## src/rtl/spi_target.sv

```systemverilog
// spi_target: SPI target (slave) endpoint for the far end of an SPI master.
//
// The SPI pins are oversampled in the clk_clk domain, so clk_clk must run at
// least 4x faster than SCLK. MOSI is deserialised into WORD_WIDTH-bit words,
// MSB first. A preloaded transmit word is serialised onto MISO. Fabric uses
// valid/ready handshakes on both sides.
//
// Ports:
//   clk_clk        system clock
//   reset_reset_n  asynchronous active-low reset
//   spi_sclk       SCLK from the master
//   spi_cs_n       chip select from the master, active low
//   spi_mosi       data from the master
//   spi_miso       data to the master
//   spi_miso_oe    MISO output enable; the tristate lives at top level
//   cpol, cpha     SPI mode; only taken while idle
//   tx_data        next word to send
//   tx_valid       tx_data valid
//   tx_ready       transmit holding register empty
//   rx_data        received word
//   rx_valid       rx_data valid, held until accepted
//   rx_ready       consumer accepts rx_data
//   rx_overrun     1-cycle pulse: a completed word was dropped
//   tx_underrun    1-cycle pulse: word load found the holding register empty
//   busy           high while a transfer is in progress
//
// Optional feature: define SPI_TARGET_RX_FIFO_EN to put a 4-entry FIFO
// between the deserialiser and rx_data/rx_valid.

module spi_target #(
  parameter int WORD_WIDTH = 8
) (
  input  logic                  clk_clk,
  input  logic                  reset_reset_n,
  input  logic                  spi_sclk,
  input  logic                  spi_cs_n,
  input  logic                  spi_mosi,
  output logic                  spi_miso,
  output logic                  spi_miso_oe,
  input  logic                  cpol,
  input  logic                  cpha,
  input  logic [WORD_WIDTH-1:0] tx_data,
  input  logic                  tx_valid,
  output logic                  tx_ready,
  output logic [WORD_WIDTH-1:0] rx_data,
  output logic                  rx_valid,
  input  logic                  rx_ready,
  output logic                  rx_overrun,
  output logic                  tx_underrun,
  output logic                  busy
);

  localparam int CNT_W = $clog2(WORD_WIDTH);
  localparam logic [CNT_W-1:0] LAST_BIT = CNT_W'(WORD_WIDTH - 1);

  typedef enum logic {
    IDLE,
    SHIFT
  } state_t;

  state_t r_state;
  state_t w_nextState;

  logic r_sclkMeta, r_sclkSync, r_sclkPrev;
  logic r_csMeta, r_csSync, r_csPrev;
  logic r_mosiMeta, r_mosiSync;
  logic r_cpol, r_cpha;

  logic [CNT_W-1:0]      r_bitCnt;
  logic [WORD_WIDTH-2:0] r_rxShift;
  logic [WORD_WIDTH-1:0] r_txShift;
  logic [WORD_WIDTH-1:0] r_hold;
  logic                  r_holdFull;
  logic                  r_txUnderrun;
  logic                  r_rxOverrun;

  logic w_sclkEdge, w_leading, w_trailing;
  logic w_csFall, w_csRise;
  logic w_sample, w_shift, w_wordLoad, w_complete, w_overrun;
  logic [WORD_WIDTH-1:0] w_rxWord;

  // Two-flop synchronisers on all SPI inputs, plus one extra stage on SCLK
  // and CS_N so their edges can be detected.
  always_ff @(posedge clk_clk or negedge reset_reset_n) begin
    if (!reset_reset_n) begin
      r_sclkMeta <= 1'b0;
      r_sclkSync <= 1'b0;
      r_sclkPrev <= 1'b0;
      r_csMeta   <= 1'b1;
      r_csSync   <= 1'b1;
      r_csPrev   <= 1'b1;
      r_mosiMeta <= 1'b0;
      r_mosiSync <= 1'b0;
    end else begin
      r_sclkMeta <= spi_sclk;
      r_sclkSync <= r_sclkMeta;
      r_sclkPrev <= r_sclkSync;
      r_csMeta   <= spi_cs_n;
      r_csSync   <= r_csMeta;
      r_csPrev   <= r_csSync;
      r_mosiMeta <= spi_mosi;
      r_mosiSync <= r_mosiMeta;
    end
  end

  // Leading edge moves SCLK away from its idle level; trailing returns to it.
  assign w_sclkEdge = r_sclkSync ^ r_sclkPrev;
  assign w_leading  = w_sclkEdge & (r_sclkSync != r_cpol);
  assign w_trailing = w_sclkEdge & (r_sclkSync == r_cpol);
  assign w_csFall   = r_csPrev & ~r_csSync;
  assign w_csRise   = ~r_csPrev & r_csSync;
  assign w_rxWord   = {r_rxShift, r_mosiSync};

  // The mode is frozen for the whole transfer once SHIFT is entered.
  always_ff @(posedge clk_clk or negedge reset_reset_n) begin
    if (!reset_reset_n) begin
      r_cpol <= 1'b0;
      r_cpha <= 1'b0;
    end else if (r_state == IDLE) begin
      r_cpol <= cpol;
      r_cpha <= cpha;
    end
  end

  always_ff @(posedge clk_clk or negedge reset_reset_n) begin
    if (!reset_reset_n) begin
      r_state <= IDLE;
    end else begin
      r_state <= w_nextState;
    end
  end

  // A bit counter of zero marks the edge that would otherwise shift the
  // freshly loaded MSB away: the trailing edge right after a completion
  // (cpha=0) or the first leading edge of a word (cpha=1). Those edges
  // leave the shift register alone. Each completion reloads the next word.
  always_comb begin
    w_nextState = r_state;
    w_sample    = 1'b0;
    w_shift     = 1'b0;
    w_wordLoad  = 1'b0;
    w_complete  = 1'b0;
    spi_miso_oe = 1'b0;
    spi_miso    = 1'b0;
    busy        = 1'b0;
    case (r_state)
      IDLE: begin
        if (w_csFall) begin
          w_nextState = SHIFT;
          w_wordLoad  = 1'b1;
        end
      end
      SHIFT: begin
        spi_miso_oe = 1'b1;
        spi_miso    = r_txShift[WORD_WIDTH-1];
        busy        = 1'b1;
        if (w_csRise) begin
          w_nextState = IDLE;
        end else if (w_leading) begin
          if (!r_cpha) w_sample = 1'b1;
          else if (r_bitCnt != '0) w_shift = 1'b1;
        end else if (w_trailing) begin
          if (r_cpha) w_sample = 1'b1;
          else if (r_bitCnt != '0) w_shift = 1'b1;
        end
        if (w_sample && (r_bitCnt == LAST_BIT)) begin
          w_complete = 1'b1;
          w_wordLoad = 1'b1;
        end
      end
      default: w_nextState = IDLE;
    endcase
  end

  // Shift datapath and transmit holding register. A fabric write always
  // wins the holding register; a load in the same cycle sees it empty.
  always_ff @(posedge clk_clk or negedge reset_reset_n) begin
    if (!reset_reset_n) begin
      r_bitCnt     <= '0;
      r_rxShift    <= '0;
      r_txShift    <= '0;
      r_hold       <= '0;
      r_holdFull   <= 1'b0;
      r_txUnderrun <= 1'b0;
    end else begin
      r_txUnderrun <= w_wordLoad & ~r_holdFull;
      if (w_wordLoad) begin
        r_bitCnt <= '0;
      end else if (w_sample) begin
        r_bitCnt <= r_bitCnt + CNT_W'(1);
      end
      if (w_sample) begin
        r_rxShift <= w_rxWord[WORD_WIDTH-2:0];
      end
      if (w_wordLoad) begin
        r_txShift <= r_holdFull ? r_hold : '0;
      end else if (w_shift) begin
        r_txShift <= {r_txShift[WORD_WIDTH-2:0], 1'b0};
      end
      if (tx_valid && !r_holdFull) begin
        r_hold     <= tx_data;
        r_holdFull <= 1'b1;
      end else if (w_wordLoad) begin
        r_holdFull <= 1'b0;
      end
    end
  end

`ifdef SPI_TARGET_RX_FIFO_EN
  logic [WORD_WIDTH-1:0] r_fifoMem [4];
  logic [1:0]            r_wrPtr, r_rdPtr;
  logic [2:0]            r_fifoCount;
  logic                  w_push, w_pop;

  // A full FIFO still accepts a push when the head is popped in that cycle.
  assign w_pop     = (r_fifoCount != 3'd0) && rx_ready;
  assign w_push    = w_complete && ((r_fifoCount != 3'd4) || w_pop);
  assign w_overrun = w_complete && !w_push;

  always_ff @(posedge clk_clk or negedge reset_reset_n) begin
    if (!reset_reset_n) begin
      for (int i = 0; i < 4; i++) r_fifoMem[i] <= '0;
      r_wrPtr     <= '0;
      r_rdPtr     <= '0;
      r_fifoCount <= '0;
    end else begin
      if (w_push) begin
        r_fifoMem[r_wrPtr] <= w_rxWord;
        r_wrPtr            <= r_wrPtr + 2'd1;
      end
      if (w_pop) r_rdPtr <= r_rdPtr + 2'd1;
      r_fifoCount <= r_fifoCount + {2'b00, w_push} - {2'b00, w_pop};
    end
  end

  assign rx_data  = r_fifoMem[r_rdPtr];
  assign rx_valid = (r_fifoCount != 3'd0);
`else
  logic [WORD_WIDTH-1:0] r_rxData;
  logic                  r_rxValid;

  // An unaccepted word blocks new ones; a word arriving then is dropped.
  assign w_overrun = w_complete && r_rxValid && !rx_ready;

  always_ff @(posedge clk_clk or negedge reset_reset_n) begin
    if (!reset_reset_n) begin
      r_rxData  <= '0;
      r_rxValid <= 1'b0;
    end else if (w_complete && (!r_rxValid || rx_ready)) begin
      r_rxData  <= w_rxWord;
      r_rxValid <= 1'b1;
    end else if (r_rxValid && rx_ready) begin
      r_rxValid <= 1'b0;
    end
  end

  assign rx_data  = r_rxData;
  assign rx_valid = r_rxValid;
`endif

  always_ff @(posedge clk_clk or negedge reset_reset_n) begin
    if (!reset_reset_n) begin
      r_rxOverrun <= 1'b0;
    end else begin
      r_rxOverrun <= w_overrun;
    end
  end

  assign tx_ready    = ~r_holdFull;
  assign tx_underrun = r_txUnderrun;
  assign rx_overrun  = r_rxOverrun;

endmodule

```

## config.mk

```make
export PLATFORM = sky130hd
export DESIGN_NAME = spi_target
export DESIGN_NICKNAME = d
export VERILOG_FILES = /design/src/rtl/spi_target.sv
export SDC_FILE = /design/constraint.sdc
export NUM_CORES = 1
export LEC_CHECK = 0
export CAP_MARGIN = 10
export CORE_MARGIN = 4
export CORE_UTILIZATION = 30
export CTS_CLUSTER_DIAMETER = 40
export DETAILED_ROUTE_END_ITERATION = 8
export GPL_TIMING_DRIVEN = 0
export PLACE_DENSITY = 0.59
export SLEW_MARGIN = 20
export SYNTH_ARGS = -nofsm -noshare
export SYNTH_HDL_FRONTEND = slang
export SYNTH_SLANG_ARGS = --single-unit
```

## constraint.sdc

```tcl
create_clock -name clk_clk -period 3.8 [get_ports clk_clk]
set_input_delay 0.76 -clock clk_clk [delete_from_list [all_inputs] [get_ports clk_clk]]
set_output_delay 0.76 -clock clk_clk [all_outputs]
set_load 0.05 [all_outputs]
```

Word level (Yosys, flattened, before mapping) --
Cells that the tools add are included.
Word-level totals: output and inout bits 15, register bits after elaboration 49, word-level logic and storage cells 80, input bits 17
Operators by class: $add $sub $neg 1, bitwise logic cells 10, equal/unequal tests 3, reduce and logical (&&, ||, !) cells 15, mux-type cells 31
Operators with widths (count):
- two-way mux 1 bit | 24
- two-way mux 8 bit | 3
- nonzero test 2 bit | 4
- logical AND 1 bit | 6
- two-way mux 3 bit | 2
- bitwise AND 1 bit | 5
- inverter 1 bit | 4
- case mux 1 bit (2 select lines) | 2
- adder 3 x 1 -> 3 bit (second input constant) | 1
- == test 3 bit (second input constant) | 1
- zero test 1 bit | 3
- nonzero test 3 bit | 1
- == test 1 bit | 1
- logical OR 1 bit | 1
- != test 1 bit | 1
- XOR 1 bit | 1

Depth between registers and ports, before layout --
word-level depth 11, mapped depth 6, mapped depth without buffers 6

Worst setup path before layout --
OpenSTA, ideal clock, no wires.
kind reg2out, from reg r_state, to out spi_miso, path slack 1683 ps, cell stages (with the launch flop) 3, data arrival time 1357 ps, data required time 3040 ps, path through dfrtp_1 > buf_2 > and2_1
Between the ends: cells in the longest elaborated chain, start to end 1
Ends and longest elaborated chain:
- start: declaration | line 61 | state_t r_state;
- start signal: assignment | line 129 | r_state <= w_nextState;
- two-way mux 1 bit | line 146 | case (r_state)
- end: declaration | line 38 | output logic spi_miso,
Every way passes these cells.

Worst setup path after layout --
Ends and elaborated chain as after synthesis.

==> metrics.md <==
| Metric | Value |
|---|---|
| Critical path required time | `3.04 ns` |
| Max-slew violation count | `0` |
| Worst hold slack | `0.353 ns` |
| CP Capture Type | `primary output` |
| Fill cells | `650` |
| Fin worst setup slack | `between 1 and 1.5 ns` |
| Root Driver | `clkbuf_8` |
| Pre-CTS setup slack | `1.49 ns` |
| Initial core utilization | `about 31%` |
| CTS Hold Buffers Added | `0` |
| Synth Area in XOR/XNOR | `2.48%` |
| Final min period | `2.62 ns` |
| Worst relative slew slack | `59.4%` |
| Crit Path Class | `reg -> out` |
| Nets | `199` |
| P per Cell Area | `582 mW/mm^2` |
| Worst EP arrival | `1.86 ns` |
| Clock slew at reported path FFs | `0.09 ns` |
| Worst VDD drop | `0.271 mV` |
| CTS H-tree depth | `2` |
| FF+latch count, synth | `49` |
| Pin count of the biggest net entering global routing | `50` |
| Mapped Area | `0.00202 mm^2` |
| Drt wl/cell | `between 10 and 15 um` |
| Initial antenna violation count | `0` |
| Max cap viols | `0` |
| Post-CTS setup buffer count | `0` |
| Via count | `roughly 1100` |
| Pin slew with the least headroom to its limit | `between 0.6 and 0.7 ns` |
| Setup TNS | `0 ns` |
| R2R cell count | `4` |
| Setup violations, final | `0` |
| Post-route ant nets | `0` |
| Die ar. | `about 0.0081 mm^2` |
| Crit start category | `flip-flop` |
| GRT Util Overall | `roughly 8.6%` |
| Count of different cell masters after synthesis | `28` |
| Area growth syn-to-layout | `24.5%` |
| Register area share after synthesis | `60.9%` |
| Outcome | `finished clean` |
| Worst-path maximum fanout | `9` |
| P_leak | `1.15 nW` |
| Detailed Route WL | `3160 um` |
| Site Rows | `29` |
| Synth Instances | `141` |
| Multi-input gate area | `742 um^2` |
| Die width | `approximately 90 um` |
| Multiplexer share of the synthesized area | `20.9%` |
| Ant diodes | `0` |
| Sequential cell area | `around 0.0012 mm^2` |
| Iter 0 DRT Violations | `46` |
| Synth Area in Adders | `1.86%` |
| Die Ht | `90.0 um` |
| RSZ-0062 raised after global routing | `no` |
| Yosys warnings | `0` |
| Vias per inst | `4.36` |
| First-pass GRT wire length | `5580 um` |
| Synth Area in Compound Gates | `1.67%` |
| Core footprint | `0.00646 mm^2` |
| GP Congestion | `0.661` |
| Worst-Skew Late Latency | `0.29 ns` |
| Max clock buf depth | `2` |
| Remaining Overflow, GRT | `0` |
| Post-synthesis simple-gate area fraction | `9.85%` |
| Worst hold path type | `reg -> reg` |
| Layout cell share with drive strength beyond 1 | `25.0%` |
| Final hold vios | `0` |
| First-pass DRT Iterations | `4` |
| Total clock sinks | `49` |
| Tcrit/Tclk final | `68.9%` |
| Util after Layout | `38.9%` |
| Max Clk Rate | `382 MHz` |
| Vias in the first global route | `1191` |
| Syn nets | `161` |
| Final HPWL from detailed placement | `2190 um` |
| Top Ports | `32` |
| Final clock skew | `0.00587 ns` |
| I/O Buffers | `31` |
| Syn avg cell area | `14.3 um^2` |
| CTS tree | `done` |
| DRC Markers | `0` |
| WHS Path Cells | `0` |
| # resized after CTS | `0` |
| CTS Buf Count | `5` |
| Combinational family with the most area after synthesis | `multiplexers` |
[per-layer routing]
layer | wire length (um) | track usage [%] | share of wire [%] | up-vias
met5 | 0 | 0 | 0 | -
met4 | 66 | 4.21 | 2.1 | 0
met3 | 180 | 3.26 | 5.7 | 6
met2 | 1370 | 13.2 | 43 | 27
met1 | 1540 | 10.6 | 49 | 533
li1 | - | - | - | 555
[report_power, final]
| part | total (mW) | switching, mW | internal [mW] |
|---|---|---|---|
| sequential | 0.751 | 0.0820 | 0.669 |
| clock | 0.312 | 0.164 | 0.149 |
| combinational | 0.399 | 0.193 | 0.206 |
| total | 1.46 | 0.438 | 1.02 |
[path summary, 6_finish.rpt]
kind / startpoint / end / slack [ns]
setup / recovery: r_state / spi_miso / 1.18
hold / removal: r_mosiMeta / r_mosiSync / 0.35
setup reg to reg: r_sclkSync / r_txShift[4] / 1.93
hold reg to reg: r_mosiMeta / r_mosiSync / 0.35
max in group asynchronous: reset_reset_n / r_txShift[7] / 2.92
min in group asynchronous: reset_reset_n / rx_data[5] / 0.47
[area by class of cell]
class                      instances  area share [%]
clock buffer                       8            3.58
sequential                        49            48.9
buffer                             6            1.29
multi-input combinational         82            29.5
inverter                           4           0.597
tap                               77            3.83
timing repair buffer              31            12.2
[registers in the layout, indices dropped and copies added, names as in the netlist, 3 cells and up]
register   cells
r_bitCnt       3
r_txShift      8
r_rxShift      7
rx_data        8
r_hold         8
[synth_stat cells]
cell type	count	area share (%)
a31oi_1	1	0.31
buf_4	2	0.74
mux2_2	25	14
inv_1	4	0.74
nor2_1	5	0.93
clkbuf_1	2	0.37
and2_1	2	0.62
nor2b_1	2	0.62
nor3_4	1	0.81
nand3b_1	1	0.37
nand3_4	1	0.87
a21oi_1	2	0.50
and3_1	1	0.31
dfstp_2	3	3.9
nand2b_1	2	0.62
ha_1	3	1.9
nor3b_1	3	1.1
xor3_2	1	1.2
buf_2	2	0.50
o21ai_0	2	0.50
nand2_1	11	2.0
nand3_2	1	0.50
xor2_2	1	0.81
dfrtp_1	46	57
a21o_1	1	0.37
nand4_4	1	1.1
mux2i_1	14	6.9
xnor2_1	1	0.43
[kinds of logic after synthesis]
| kind of cell | count (synthesis) |
|---|---|
| buf+inv | 10 |
| fa+ha+maj | 3 |
| flops | 49 |
| xor+xnor | 3 |
| mux | 39 |
| simple gates | 31 |
| compound gates | 6 |
[placed cells by master, fill, tap and decap left out, drive strengths merged]
cell type | Yosys | final
clkbuf | 2 | 10
xor2 | 1 | 1
nor2 | 5 | 5
mux2 | 25 | 25
nand4 | 1 | 1
dfrtp | 46 | 46
xor3 | 1 | 1
buf | 4 | 5
and2 | 2 | 2
o21ai | 2 | 2
nand2 | 11 | 11
mux2i | 14 | 14
clkdlybuf4s50 | 0 | 30
a21oi | 2 | 2
and3 | 1 | 1
xnor2 | 1 | 1
nand3 | 2 | 2
nor2b | 2 | 2
inv | 4 | 4
a31oi | 1 | 1
a21o | 1 | 1
dfstp | 3 | 3
nor3 | 1 | 1
nand2b | 2 | 2
nand3b | 1 | 1
nor3b | 3 | 3
ha | 3 | 3
[critical path, stage by stage (launching register included)]
cell and delay [ns]:
dfrtp_1 0.36, buf_2 0.24, and2_1 0.16, clkdlybuf4s50_1 0.80
[metrics by stage]
step	cell area, um^2	std cells	power, mW
floorplan	2020	141	1.05
global placement	2430	249	1.16
detailed placement	2420	249	1.17
CTS	2510	257	1.49
global route	2510	257	1.58
finish	2510	257	1.46
No activity file was read; power rests on OpenSTA's default activity.
